File: config.mk
export PLATFORM = sky130hd
export DESIGN_NAME = detector_jogada
export DESIGN_NICKNAME = d
export VERILOG_FILES = /design/src/rtl/jogo_pkg.sv /design/src/rtl/sincronizador.sv /design/src/rtl/detector_jogada.sv
export SDC_FILE = /design/constraint.sdc
export NUM_CORES = 1
export LEC_CHECK = 0
export ABC_AREA = 1
export CORE_UTILIZATION = 58
export DETAILED_ROUTE_END_ITERATION = 10
export PLACE_DENSITY_LB_ADDON = 0.25
export SLEW_MARGIN = 25
export SYNTH_ARGS = -nofsm -noshare
export SYNTH_HDL_FRONTEND = slang
export SYNTH_HIERARCHICAL = 1
export SYNTH_SLANG_ARGS = --single-unit
File: constraint.sdc
create_clock -name clock -period 2.2 [get_ports clock]
set_clock_uncertainty 0.15 [all_clocks]
set_input_delay 0.22 -clock clock [delete_from_list [all_inputs] [get_ports clock]]
set_output_delay 0.22 -clock clock [all_outputs]
set_load 0.02 [all_outputs]
File: src/rtl/jogo_pkg.sv
// jogo_pkg: shared types, constants and helper functions for the game datapath and control unit.
// Revision 1.0
`default_nettype none

package jogo_pkg;

  localparam int N_CELULAS = 9;
  localparam int JOGADA_W  = 4;

  typedef enum logic [1:0] {
    OCIOSO       = 2'd0,
    FILTRA       = 2'd1,
    SINALIZA     = 2'd2,
    ESPERA_SOLTA = 2'd3
  } det_estado_t;

  typedef enum logic [3:0] {
    UC_INICIAL     = 4'd0,
    UC_PREPARA     = 4'd1,
    UC_JOGAR_MACRO = 4'd2,
    UC_REG_MACRO   = 4'd3,
    UC_JOGAR_MICRO = 4'd4,
    UC_REG_MICRO   = 4'd5,
    UC_VERIFICA    = 4'd6,
    UC_TROCA       = 4'd7,
    UC_FIM         = 4'd8
  } uc_estado_t;

  // Exactly one bit set: nonzero and clearing the lowest set bit leaves nothing.
  function automatic logic eh_one_hot(input logic [N_CELULAS-1:0] v);
    return (v != '0) && ((v & (v - 1'b1)) == '0);
  endfunction

  function automatic logic [JOGADA_W-1:0] codifica(input logic [N_CELULAS-1:0] v);
    logic [JOGADA_W-1:0] idx;
    idx = '0;
    for (int i = 0; i < N_CELULAS; i++) begin
      if (v[i]) idx = JOGADA_W'(i);
    end
    return idx;
  endfunction

endpackage

`default_nettype wire

File: src/rtl/sincronizador.sv
// sincronizador: two-flop synchronizer of configurable width, async reset to zero.
// Revision 1.0
`default_nettype none

module sincronizador #(
  parameter int WIDTH = 1
) (
  input  logic             clock,
  input  logic             reset,
  input  logic [WIDTH-1:0] i_d,
  output logic [WIDTH-1:0] o_q
);

  logic [WIDTH-1:0] r_meta;
  logic [WIDTH-1:0] r_sync;

  always_ff @(posedge clock or posedge reset) begin
    if (reset) begin
      r_meta <= '0;
      r_sync <= '0;
    end else begin
      r_meta <= i_d;
      r_sync <= r_meta;
    end
  end

  assign o_q = r_sync;

endmodule

`default_nettype wire

File: src/rtl/detector_jogada.sv
// detector_jogada: synchronizes, debounces and validates a single cell button press,
// emitting a one-cycle strobe with the 4-bit cell code. Revision 1.0
`default_nettype none

module detector_jogada
  import jogo_pkg::*;
#(
  parameter int DEBOUNCE_CYCLES = 50000
) (
  input  logic                 clock,
  input  logic                 reset,
  input  logic                 i_zera,
  input  logic                 i_habilita,
  input  logic [N_CELULAS-1:0] i_botoes,
  output logic                 o_tem_jogada,
  output logic [JOGADA_W-1:0]  o_jogada,
  output logic [1:0]           o_db_estado
);

  localparam int CNT_W = (DEBOUNCE_CYCLES > 1) ? $clog2(DEBOUNCE_CYCLES) : 1;
  localparam logic [CNT_W-1:0] CNT_MAX = CNT_W'(DEBOUNCE_CYCLES - 1);

  logic [N_CELULAS-1:0] w_bs;
  det_estado_t          r_estado, w_prox;
  logic [N_CELULAS-1:0] r_cap, w_cap_prox;
  logic [CNT_W-1:0]     r_cnt, w_cnt_prox;
  logic [JOGADA_W-1:0]  r_jogada, w_jogada_prox;
  logic                 r_tem_jogada;

  sincronizador #(
    .WIDTH (N_CELULAS)
  ) u_sincronizador (
    .clock (clock),
    .reset (reset),
    .i_d   (i_botoes),
    .o_q   (w_bs)
  );

  always_ff @(posedge clock or posedge reset) begin
    if (reset) begin
      r_estado     <= OCIOSO;
      r_cap        <= '0;
      r_cnt        <= '0;
      r_jogada     <= '0;
      r_tem_jogada <= 1'b0;
    end else begin
      r_estado     <= w_prox;
      r_cap        <= w_cap_prox;
      r_cnt        <= w_cnt_prox;
      r_jogada     <= w_jogada_prox;
      r_tem_jogada <= (w_prox == SINALIZA);
    end
  end

  always_comb begin
    w_prox        = r_estado;
    w_cap_prox    = r_cap;
    w_cnt_prox    = r_cnt;
    w_jogada_prox = r_jogada;

    if (i_zera) begin
      w_prox        = OCIOSO;
      w_cap_prox    = '0;
      w_cnt_prox    = '0;
      w_jogada_prox = '0;
    end else begin
      case (r_estado)
        OCIOSO: begin
          if (i_habilita && eh_one_hot(w_bs)) begin
            w_cap_prox = w_bs;
            w_cnt_prox = '0;
            w_prox     = FILTRA;
          end
        end
        FILTRA: begin
          if ((w_bs != r_cap) || !i_habilita) begin
            w_prox = OCIOSO;
          end else if (r_cnt == CNT_MAX) begin
            w_prox        = SINALIZA;
            w_jogada_prox = codifica(r_cap);
          end else begin
            w_cnt_prox = r_cnt + 1'b1;
          end
        end
        SINALIZA: begin
          w_cnt_prox = '0;
          w_prox     = ESPERA_SOLTA;
        end
        ESPERA_SOLTA: begin
          // Any held button restarts the release window, so one press yields one strobe.
          if (w_bs != '0) begin
            w_cnt_prox = '0;
          end else if (r_cnt == CNT_MAX) begin
            w_prox = OCIOSO;
          end else begin
            w_cnt_prox = r_cnt + 1'b1;
          end
        end
        default: w_prox = OCIOSO;
      endcase
    end
  end

  assign o_tem_jogada = r_tem_jogada;
  assign o_jogada     = r_jogada;
  assign o_db_estado  = r_estado;

endmodule

`default_nettype wire

==> reports/qor.txt <==
Clock Power Share: 35.4%
Final #Nets: 372
full die area: 4860 um2
Required @ worst endpoint: 2.32 ns
area leader, netlist: dfrtp_1
share of cells above drive strength 1: 8.36%
drt wl/cell: 12.7 um
main flop type after synthesis: dfrtp_1
critical path type: reg -> reg
DP Cell Count: 403
Setup TNS Final: 0 ns
Slew HR: 57.8%
area grow syn2layout: 12.4%
fill count: 362
vias in the first global route: 1993
commonest non-fill, non-tap cell in the layout: nand2_1
Worst-Skew Late Latency: 0.32 ns
hold_buf cts: 0
antenna-violating nets left: 0
Crit. End Element: register
CP max FO: 5
sequential power share: 58.8%
RSZ-0062 raised after global routing: no
Max-Cap Viols: 0
Pwr Total: 1.62 mW
DR vias: 2223
most frequent cells in the layout: nand2_1 (82), dfrtp_1 (50), nor2_1 (47), inv_1 (34), nand3_1 (30)
Rows: 24
Logic pwr share: 5.8%
DR pass1 iterations: 4
Initial Util: 60.6%
initial drt markers: 201
PwrDens: 541 nW/um2
Seq/Total Area, Yosys: 47.1%
status: completed
# IOs: 20
final wirelength: 5210 um
die width: 69.7 um
NetSw: 0.409 mW
FFs w/ async S/R, synth: 100%
Mapped Cells: 336
CTS HTree Levels: 2
max-slew violation count: 0
Netlist cell types: 30
largest net degree at the start of global routing: 33
cts bufs inserted: 5
Period minus WS final: 1.97 ns
core area: 4380 um2
GPL Wtd Cong: 0.909
GR peak layer: met2
Post-DP HPWL: 3660 um
Yosys reg bits: 50
first-pass GRT wire length: 9050 um
Static Leak: 1.44 nW
largest cells by area after synthesis: dfrtp_1 (47%), nand2_1 (12%), nor2_1 (6.8%)
Worst Setup SP: r_cnt[0]
Final setup viols: 0
origin of the critical flop-to-flop path: r_cnt[0]
hold_ws: 0.157 ns
EDFF count, synth: 0
cell-internal power: 1.21 mW
Worst Setup Start Kind: register
total global-route track usage: 23.8%
PortBufs: 19
type of the worst min-delay path: in -> async
CTS tree: built
total gr overflow: 0
final core utilization: 68.2%
Max Fclk: 508 MHz
Least-Margin Pin Slew: 0.632 ns
final critical-path share of the clock period: 89.5%
YS warnings: 6
root buffer cell: clkbuf_8
syn_area_per_cell: 7.91 um2
met3 GRT Util: 5.67%
Max Root-Sink Buffers: 2
met1 Track Usage GR: 32.8%
post-synthesis net count: 350
clock-pin slew on the worst setup and hold paths: 0.10 ns
remaining routing DRC violations: 0
Mapped Area: 2660 um2
Final Hold Vio Count: 0
# diodes: 0
CP arrival: 2.08 ns
Sw Ratio: 25.3%
met2 Use GR: 36.5%
CTS sink cnt: 50
Die Ht: 69.7 um
Cell Count, Final, Fillers Out: 411
Avg Vias per Cell: 5.41
peak supply drop: 0.000714 V
top cell type's share of synthesized area: 47.1%
antenna violations before repair: 0
## metrics by stage
stage                     cell area (um2)  setup slack [ns]
after floorplan                      2660             0.483
after global placement               2890             0.265
after detailed placement             2890             0.245
after CTS                            2990             0.162
after global routing                 2990            0.0351
final                                2990             0.231
## synthesized netlist by cell type, types with 2 or more instances
cell and n:
nand2_1 82, dfrtp_1 50, nor2_1 48, inv_1 34
nand3_1 30, nand4_1 19, o21ai_0 16, xor2_1 13
nor3_1 7, a21oi_1 4, nor2_2 4, nor2_4 3
xnor2_1 3, buf_2 2, buf_4 2, buf_6 2
clkbuf_1 2, nand2_2 2, nand2_4 2
## kinds of logic (layout without fill, tap and decap cells)
kind of cell | count (synthesis) | after routing | share of synthesized area [%]
XOR/XNOR | 16 | 16 | 5.27
adder cells (fa/ha/maj) | 1 | 1 | 0.471
AND/OR/NAND/NOR | 201 | 201 | 34.8
flip-flops | 50 | 50 | 47.1
AO/OA/AOI/OAI | 24 | 24 | 5.18
buffers and inverters | 44 | 67 | 7.16
## routing by layer
| metal | vias up | part of all wire [%] |
|---|---|---|
| li1 | 1129 | - |
| met1 | 1025 | 49 |
| met5 | - | 0 |
| met3 | 6 | 4.9 |
| met4 | 0 | 1.5 |
| met2 | 63 | 45 |
## registers in the layout, indices dropped and copies added, names as in the netlist
register                cells
o_jogada                    4
o_tem_jogada                1
o_db_estado                 2
r_cnt                      16
r_cap                       9
u_sincronizador/r_meta      9
u_sincronizador/o_q         9
## final cells by class
cell class	count	area, um2	area share, %
clock inverter	3	28.8	0.963
sequential	50	1250	41.9
timing repair buffer	23	220	7.37
tap	52	65.1	2.18
multi-input combinational	242	1220	40.8
clock buffer	5	68.8	2.30
inverter	36	135	4.52
## worst max-delay path, cell delays in order, from the launching register on
cell and delay [ns]:
dfrtp_1 0.45, ha_1 0.20, nand2_1 0.09, nor2_2 0.21
inv_1 0.08, nor2_1 0.12, nand2_1 0.14, inv_1 0.12
nor2_1 0.05, nand2_1 0.06, nand2_1 0.04, nand2_1 0.07
nand3_1 0.07, inv_1 0.06
## power groups by stage
stage          Sequential, mW  Clock, mW  Combinational [mW]
2_1_floorplan           0.965          0              0.0570
3_3_place_gp            0.969          0              0.0933
3_5_place_dp            0.969          0              0.0952
4_1_cts                 0.951      0.588              0.0952
5_1_grt                 0.954      0.618               0.107
6_report                0.951      0.573              0.0938
## timing repair
item                                    4_1_cts  5_1_grt
endpoints found under the setup margin        0        7
setup buffers                                 0        0
gates resized for setup                       0        1
hold endpoints to repair                      0        0
## worst paths after layout
path / endpoint / slack (ns) / depth (start not counted)
setup reg to reg: o_tem_jogada / 0.23 / 13
max in group asynchronous: u_sincronizador/o_q[4] / 1.33 / 2
hold reg to reg: u_sincronizador/o_q[1] / 0.20 / 0
setup / recovery: o_tem_jogada / 0.23 / 13
hold / removal: u_sincronizador/o_q[7] / 0.16 / 2
min in group clock: u_sincronizador/r_meta[6] / 0.19 / 1
No activity file was read; power rests on OpenSTA's default activity.
